## src/rtl/ex_stage.sv

```systemverilog
// ex_stage: execute stage of the single-clock MIPS datapath.
// Produces the combinational ALU result for the memory-access stage and
// hosts an iterative multiply/divide unit with its HI/LO registers.
// Any HI/LO instruction presented while that unit is busy raises Stall.

module ex_stage (
  input  logic        CLK,
  input  logic        RST,
  input  logic [31:0] Ins,
  input  logic [31:0] Rdata1,
  input  logic [31:0] Rdata2,
  input  logic [31:0] Ed32,
  input  logic [31:0] nextPC,
  output logic [31:0] Result,
  output logic        Stall
);

  // Opcodes
  localparam logic [5:0] OP_RTYPE = 6'd0;
  localparam logic [5:0] OP_JAL   = 6'd3;
  localparam logic [5:0] OP_ADDI  = 6'd8;
  localparam logic [5:0] OP_ADDIU = 6'd9;
  localparam logic [5:0] OP_SLTI  = 6'd10;
  localparam logic [5:0] OP_SLTIU = 6'd11;
  localparam logic [5:0] OP_ANDI  = 6'd12;
  localparam logic [5:0] OP_ORI   = 6'd13;
  localparam logic [5:0] OP_XORI  = 6'd14;
  localparam logic [5:0] OP_LUI   = 6'd15;
  localparam logic [5:0] OP_LW    = 6'd35;
  localparam logic [5:0] OP_SW    = 6'd43;

  // R-type function codes
  localparam logic [5:0] FN_SLL   = 6'd0;
  localparam logic [5:0] FN_SRL   = 6'd2;
  localparam logic [5:0] FN_SRA   = 6'd3;
  localparam logic [5:0] FN_JALR  = 6'd9;
  localparam logic [5:0] FN_MFHI  = 6'd16;
  localparam logic [5:0] FN_MTHI  = 6'd17;
  localparam logic [5:0] FN_MFLO  = 6'd18;
  localparam logic [5:0] FN_MTLO  = 6'd19;
  localparam logic [5:0] FN_MULT  = 6'd24;
  localparam logic [5:0] FN_MULTU = 6'd25;
  localparam logic [5:0] FN_DIV   = 6'd26;
  localparam logic [5:0] FN_DIVU  = 6'd27;
  localparam logic [5:0] FN_ADD   = 6'd32;
  localparam logic [5:0] FN_ADDU  = 6'd33;
  localparam logic [5:0] FN_SUB   = 6'd34;
  localparam logic [5:0] FN_SUBU  = 6'd35;
  localparam logic [5:0] FN_AND   = 6'd36;
  localparam logic [5:0] FN_OR    = 6'd37;
  localparam logic [5:0] FN_XOR   = 6'd38;
  localparam logic [5:0] FN_NOR   = 6'd39;
  localparam logic [5:0] FN_SLT   = 6'd42;
  localparam logic [5:0] FN_SLTU  = 6'd43;

  typedef enum logic [1:0] {
    IDLE = 2'd0,
    RUN  = 2'd1,
    FIX  = 2'd2
  } mdState_e;

  mdState_e state_q, state_d;

  // Mul/div working registers.
  // Multiply: work holds {partial product high, remaining multiplier bits}.
  // Divide:   work holds {partial remainder, dividend bits shifting into quotient}.
  logic [63:0] work_q, work_d;
  logic [31:0] opB_q, opB_d;
  logic [4:0]  count_q, count_d;
  logic        isDiv_q, isDiv_d;
  logic        negRes_q, negRes_d;
  logic        negRem_q, negRem_d;
  logic        divZero_q, divZero_d;
  logic [31:0] dividend_q, dividend_d;
  logic [31:0] hi_q, hi_d;
  logic [31:0] lo_q, lo_d;

  // Instruction fields
  logic [5:0] op;
  logic [5:0] funct;
  logic [4:0] shamt;
  logic [15:0] imm;
  logic        unusedInsBits;

  assign op    = Ins[31:26];
  assign funct = Ins[5:0];
  assign shamt = Ins[10:6];
  assign imm   = Ins[15:0];
  assign unusedInsBits = ^Ins[25:16];

  // Decode of the instructions that touch the mul/div unit or HI/LO
  logic isRType;
  logic isHiLoIns;
  logic isMulDivIns;
  logic issueMulDiv;
  logic writeHi;
  logic writeLo;

  assign isRType     = (op == OP_RTYPE);
  assign isMulDivIns = isRType && (funct == FN_MULT || funct == FN_MULTU ||
                                   funct == FN_DIV  || funct == FN_DIVU);
  assign isHiLoIns   = isMulDivIns ||
                       (isRType && (funct == FN_MFHI || funct == FN_MFLO ||
                                    funct == FN_MTHI || funct == FN_MTLO));
  assign issueMulDiv = isMulDivIns && !Stall;
  assign writeHi     = isRType && (funct == FN_MTHI) && !Stall;
  assign writeLo     = isRType && (funct == FN_MTLO) && !Stall;

  // Operand conditioning at issue: even funct codes are the signed variants,
  // bit 1 of funct separates divide from multiply.
  logic        issueSigned;
  logic        issueIsDiv;
  logic        aNeg;
  logic        bNeg;
  logic [31:0] magA;
  logic [31:0] magB;

  assign issueSigned = ~funct[0];
  assign issueIsDiv  = funct[1];
  assign aNeg        = issueSigned & Rdata1[31];
  assign bNeg        = issueSigned & Rdata2[31];
  assign magA        = aNeg ? (32'd0 - Rdata1) : Rdata1;
  assign magB        = bNeg ? (32'd0 - Rdata2) : Rdata2;

  // One shift-add multiply iteration: add the multiplicand into the high
  // half when the current multiplier bit is set, then shift right with carry.
  logic [32:0] mulSum;
  logic [63:0] mulNext;

  assign mulSum  = work_q[0] ? ({1'b0, work_q[63:32]} + {1'b0, opB_q})
                             : {1'b0, work_q[63:32]};
  assign mulNext = {mulSum, work_q[31:1]};

  // One restoring-divide iteration: shift the next dividend bit into the
  // partial remainder and subtract the divisor when it fits.
  logic [32:0] divShifted;
  logic [32:0] divDiff;
  logic        quotBit;
  logic [31:0] divRem;
  logic [63:0] divNext;

  assign divShifted = {work_q[63:32], work_q[31]};
  assign divDiff    = divShifted - {1'b0, opB_q};
  assign quotBit    = (divShifted >= {1'b0, opB_q});
  assign divRem     = quotBit ? divDiff[31:0] : divShifted[31:0];
  assign divNext    = {divRem, work_q[30:0], quotBit};

  // Final sign correction applied in FIX
  logic [63:0] mulFinal;
  logic [31:0] quotFinal;
  logic [31:0] remFinal;

  assign mulFinal  = negRes_q ? (64'd0 - work_q) : work_q;
  assign quotFinal = negRes_q ? (32'd0 - work_q[31:0]) : work_q[31:0];
  assign remFinal  = negRem_q ? (32'd0 - work_q[63:32]) : work_q[63:32];

  // Mul/div FSM state register
  always_ff @(posedge CLK or posedge RST) begin
    if (RST) begin
      state_q <= IDLE;
    end else begin
      state_q <= state_d;
    end
  end

  // Mul/div FSM next-state logic: 32 RUN edges, then one FIX edge
  always_comb begin
    state_d = state_q;
    case (state_q)
      IDLE:    if (issueMulDiv) state_d = RUN;
      RUN:     if (count_q == 5'd31) state_d = FIX;
      FIX:     state_d = IDLE;
      default: state_d = IDLE;
    endcase
  end

  // Mul/div FSM output logic: hold the pipeline for HI/LO users while busy
  always_comb begin
    Stall = (state_q != IDLE) && isHiLoIns;
  end

  // Datapath next-state: latch operands, iterate, then commit HI/LO
  always_comb begin
    work_d     = work_q;
    opB_d      = opB_q;
    count_d    = count_q;
    isDiv_d    = isDiv_q;
    negRes_d   = negRes_q;
    negRem_d   = negRem_q;
    divZero_d  = divZero_q;
    dividend_d = dividend_q;
    hi_d       = hi_q;
    lo_d       = lo_q;
    case (state_q)
      IDLE: begin
        if (issueMulDiv) begin
          work_d     = {32'd0, magA};
          opB_d      = magB;
          count_d    = 5'd0;
          isDiv_d    = issueIsDiv;
          negRes_d   = aNeg ^ bNeg;
          negRem_d   = aNeg;
          divZero_d  = (Rdata2 == 32'd0);
          dividend_d = Rdata1;
        end
        if (writeHi) hi_d = Rdata1;
        if (writeLo) lo_d = Rdata1;
      end
      RUN: begin
        work_d  = isDiv_q ? divNext : mulNext;
        count_d = count_q + 5'd1;
      end
      FIX: begin
        if (!isDiv_q) begin
          hi_d = mulFinal[63:32];
          lo_d = mulFinal[31:0];
        end else if (divZero_q) begin
          hi_d = dividend_q;
          lo_d = 32'hFFFF_FFFF;
        end else begin
          hi_d = remFinal;
          lo_d = quotFinal;
        end
      end
      default: begin
        work_d = work_q;
      end
    endcase
  end

  // Datapath registers; reset discards any operation in flight
  always_ff @(posedge CLK or posedge RST) begin
    if (RST) begin
      work_q     <= 64'd0;
      opB_q      <= 32'd0;
      count_q    <= 5'd0;
      isDiv_q    <= 1'b0;
      negRes_q   <= 1'b0;
      negRem_q   <= 1'b0;
      divZero_q  <= 1'b0;
      dividend_q <= 32'd0;
      hi_q       <= 32'd0;
      lo_q       <= 32'd0;
    end else begin
      work_q     <= work_d;
      opB_q      <= opB_d;
      count_q    <= count_d;
      isDiv_q    <= isDiv_d;
      negRes_q   <= negRes_d;
      negRem_q   <= negRem_d;
      divZero_q  <= divZero_d;
      dividend_q <= dividend_d;
      hi_q       <= hi_d;
      lo_q       <= lo_d;
    end
  end

  // ALU result: zero for stalled, side-effect-only and undefined encodings
  always_comb begin
    Result = 32'd0;
    if (!Stall) begin
      case (op)
        OP_RTYPE: begin
          case (funct)
            FN_ADD, FN_ADDU: Result = Rdata1 + Rdata2;
            FN_SUB, FN_SUBU: Result = Rdata1 - Rdata2;
            FN_AND:          Result = Rdata1 & Rdata2;
            FN_OR:           Result = Rdata1 | Rdata2;
            FN_XOR:          Result = Rdata1 ^ Rdata2;
            FN_NOR:          Result = ~(Rdata1 | Rdata2);
            FN_SLT:          Result = {31'd0, ($signed(Rdata1) < $signed(Rdata2))};
            FN_SLTU:         Result = {31'd0, (Rdata1 < Rdata2)};
            FN_SLL:          Result = Rdata2 << shamt;
            FN_SRL:          Result = Rdata2 >> shamt;
            FN_SRA:          Result = $unsigned($signed(Rdata2) >>> shamt);
            FN_JALR:         Result = nextPC;
            FN_MFHI:         Result = hi_q;
            FN_MFLO:         Result = lo_q;
            default:         Result = 32'd0;
          endcase
        end
        OP_ADDI, OP_ADDIU: Result = Rdata1 + Ed32;
        OP_SLTI:           Result = {31'd0, ($signed(Rdata1) < $signed(Ed32))};
        OP_SLTIU:          Result = {31'd0, (Rdata1 < Ed32)};
        OP_ANDI:           Result = Rdata1 & {16'd0, imm};
        OP_ORI:            Result = Rdata1 | {16'd0, imm};
        OP_XORI:           Result = Rdata1 ^ {16'd0, imm};
        OP_LUI:            Result = {imm, 16'd0};
        OP_LW, OP_SW:      Result = Rdata1 + Ed32;
        OP_JAL:            Result = nextPC;
        default:           Result = 32'd0;
      endcase
    end
  end

endmodule
```

## config.mk

```make
export PLATFORM = sky130hd
export DESIGN_NAME = ex_stage
export DESIGN_NICKNAME = d
export VERILOG_FILES = /design/src/rtl/ex_stage.sv
export SDC_FILE = /design/constraint.sdc
export NUM_CORES = 2
export LEC_CHECK = 0
export ABC_AREA = 1
export CORE_ASPECT_RATIO = 1.5
export CORE_MARGIN = 5
export CORE_UTILIZATION = 35
export CTS_CLUSTER_DIAMETER = 30
export DETAILED_ROUTE_END_ITERATION = 10
export HOLD_SLACK_MARGIN = 0.02
export PLACE_DENSITY = 0.57
export SETUP_SLACK_MARGIN = 0.5
export SLEW_MARGIN = 5
export SYNTH_ARGS = -nofsm -noshare
export SYNTH_HDL_FRONTEND = slang
export SYNTH_SLANG_ARGS = --single-unit
export TNS_END_PERCENT = 50
```

## constraint.sdc

```tcl
create_clock -name CLK -period 14.8 [get_ports CLK]
set_clock_uncertainty 0.2 [all_clocks]
set_input_delay 2.96 -clock CLK [delete_from_list [all_inputs] [get_ports CLK]]
set_output_delay 2.96 -clock CLK [all_outputs]
set_load 0.02 [all_outputs]
```

==> results.cfg <==
[min_path]
holdCritPathClass = flop to flop
hold_path_depth = 2
min_to = dividend_q[15]
hold_path_startpoint = dividend_q[15]

[drt]
drtIter0Drc = 4186
wl_per_cell_um = 28.0
totalWireLength_mm = 212
num_vias = 43900
drt_first_pass_iters = 7
drc = 0
drtAntennaViolNets = 0
via_per_inst = 5.79

[synthesis]
yosys_warnings = 0
synth-main-ff-cell = dfrtp_1
ys_types = 57
synth_edf_count = 0
synth_fp_nets = 6639
synth_cells = 6204
ys_async_sr_fraction_pct = 100
synth-seq-cells = 203
avgSynthCellArea_um2 = 5.51
synth_area_um2 = 34200
synth_sequential_area_ratio_pct = 14.9

[sta]
setup-violations-final = 0
timing.fmax_ghz = 0.0904
slew_headroom_pct = 8.64
rsz0062_at_grt = no
worst_slack_ns = 3.73
fin_setup_tns_ns = 0
period_share_pct = 74.8
hold_viol = 0
worst_pin_slew_ns = 1.36
drv_slew = 0
post-route-min-period_ns = 11.07

[cts]
cts_resized = 0
cts_root_buffer = clkbuf_16
cts_buffers = 29
hold_buffers = 0
worstSkewPairLatency_ns = 0.61
cts_setup_buffers = 0
tritoncts = built
clk_pin_slew_ns = 0.06
clock_sinks = 203
clockBufferDepth = 3
cts.htree.levels = 1

[die]
initial_core_util_pct = 35.2
die_x_um = 265
die_h_um = 393
num_rows = 140
die_area_um2 = 104000
num_io_pins = 195
coreArea_um2 = 97000

[critical_path]
reg2reg_setup_slack_ns = 10.43
slowest_stage = clkdlybuf4s50_1
path_class = input pin to primary output
setup.worst_path.start_class = input pin
r2r-start = work_q[57]
cp_data_arrival_time_ns = 7.91
crit_path_frequent_cell = nand3_1
reg2reg_depth = 16
cp_max_fo = 10
slowest_delay_ns = 1.01
endpoint_kind = primary output
worstPathRequired_ns = 11.64
worstReg2RegEnd = work_q[63]
crit_chain = clkdlybuf4s50_1 > inv_1 > ha_1 > o21ai_0 > nand3_1 > nand2_1 > nand2_1 > nand2_1 > nand3_1 > nand3_1 > nand3_1 > nand3_1 > nand2_1 > a21oi_1 > clkdlybuf4s50_1

[power_and_ir_drop]
power_density_nw_per_um2 = 81.6
p_leak_nw = 18.9
finalPower_mw = 3.14
max-vdd-ir-drop_mv = 0.0895

[finish]
final_core_util_pct = 39.6
layout-drive-gt1-share_pct = 3.91
area_delta_synth_final_pct = 12.5
nets = 6701
fin_cells = 7576

[flow_run]
maxCapViolCount = 0

[placed_design]
place_hpwl_mm = 171
portBuffers = 184
pre_cts_ws_ns = 3.77
gp_congestion = 1.04
dp_cells = 7513

[grt]
grt_overflow = 0
grt_use_total_pct = 38.9
grt_start_max_net_pins = 87
grt_pass1_wl_mm = 297
grt_pass1_vias = 41800
antenna_found_initial = 12

[outcome]
status = complete, no violations
==> layout make-up <==
class	instances	area, um^2
clock inverters	21	284
repair buffers	293	2650
diodes	9	22.5
clock buffers	33	751
multi-input cells	5015	25300
inverters	724	2730
fillers	11200	58600
flip-flops and latches	203	5080
well taps	1278	1600
==> synth_stat cells, types with 4 or more instances <==
cell type | n | area, um^2
a21boi_0 | 10 | 75.1
o21ai_0 | 439 | 2200
o21ai_1 | 10 | 50.1
a31oi_1 | 22 | 138
buf_1 | 32 | 120
o2111ai_1 | 10 | 87.6
nand2_2 | 5 | 31.3
dfrtp_1 | 203 | 5080
nand4_1 | 78 | 488
a22oi_1 | 14 | 105
clkinv_1 | 4 | 15.0
buf_4 | 10 | 75.1
ha_1 | 268 | 3350
o21a_1 | 11 | 82.6
o221ai_1 | 8 | 70.1
o21bai_1 | 26 | 195
and2_1 | 19 | 119
a21o_1 | 14 | 105
a211oi_1 | 4 | 30.0
nor3_1 | 93 | 465
fa_1 | 5 | 100
xor2_1 | 74 | 648
a21oi_1 | 429 | 2150
nor2_1 | 629 | 2360
inv_1 | 702 | 2640
buf_2 | 51 | 255
inv_2 | 18 | 67.6
nand3b_1 | 17 | 128
nor4_1 | 12 | 75.1
nor2_2 | 16 | 100
a221oi_1 | 16 | 140
o31ai_1 | 5 | 37.5
o22ai_1 | 32 | 200
nand2_1 | 1892 | 7100
or2_2 | 10 | 62.6
o211ai_1 | 75 | 563
nand3_1 | 736 | 3680
nor2_4 | 10 | 113
clkbuf_1 | 168 | 631
nand3_2 | 4 | 40.0
==> cells in the final DEF, fill, tap and decap left out, drive strengths merged, types with 2 or more instances in the layout <==
cell type      instances
o21bai                26
o2111ai               10
buf                  112
a221oi                16
a22oi                 14
bufinv                 3
clkdlybuf4s50        181
o31ai                  5
clkbuf                33
o21a                  11
nand2               1898
o21ai                450
and3                   2
diode                  9
a22o                   2
ha                   268
dfrtp                203
fa                     5
a21oi                429
nor2                 655
a211oi                 4
nor4                  14
inv                  732
nand4                 78
nand3b                17
a21boi                11
o221ai                 8
and2                  21
a31oi                 22
a21o                  14
o22ai                 32
clkinv                 7
clkinvlp               3
xor2                  74
or2                   11
o211ai                75
nand3                740
xnor2                  2
nor3                  96
==> cells by family after synthesis <==
logic type | share of synthesized area, %
xor gates and xnor gates | 1.95
buffers and inverters | 11.1
and+or+nand+nor | 43.6
muxes | 0.0293
DFF | 14.9
adders and majority gates | 10.1
AOI/OAI and AO/OA | 18.4
==> how the worst max path moves through the flow <==
stage,cells past startpoint,to,startpoint
4_1_cts,13,Result[12],Ins[5]
3_5_place_dp,13,Result[12],Ins[5]
6_report,15,Result[31],Rdata1[1]
2_1_floorplan,1,count_q[0],RST
3_3_place_gp,13,Result[12],Ins[5]
5_1_grt,18,Result[30],Rdata1[5]
==> state kept, by name, indices dropped and copies added (netlist names) <==
name / cells
negRes_q: 1
state_q: 2
negRem_q: 1
lo_q: 32
divZero_q: 1
dividend_q: 32
hi_q: 32
count_q: 5
opB_q: 32
isDiv_q: 1
work_q: 64
==> worst max-delay path: cells and delay by family <==
family          cells  cell delay, ns
compound gates      2            0.76
fa+ha+maj           1            0.54
simple gates        9            1.43
buf+inv             3            2.17
==> where the power goes <==
group | total, mW | switching [mW] | internal, mW
Clock | 0.757 | 0.324 | 0.433
Sequential | 0.742 | 0.122 | 0.619
Combinational | 1.64 | 1.15 | 0.488
Total | 3.14 | 1.60 | 1.54
==> per-stage QoR <==
stage	area, um^2	hold WS (ns)
CTS	38400	0.288
global route	38400	0.316
floorplan	34200	0.248
global placement	37400	0.267
finish	38400	0.285
detailed placement	37400	0.274
==> metal layers <==
metal	up-vias	track usage, %	share of wire [%]
met4	8	32.0	11
met1	20600	43.1	36
met5	-	0	0.023
li1	20500	-	-
met3	657	4.75	6.5
met2	2104	66.7	47
No activity file was read; power rests on OpenSTA's default activity.
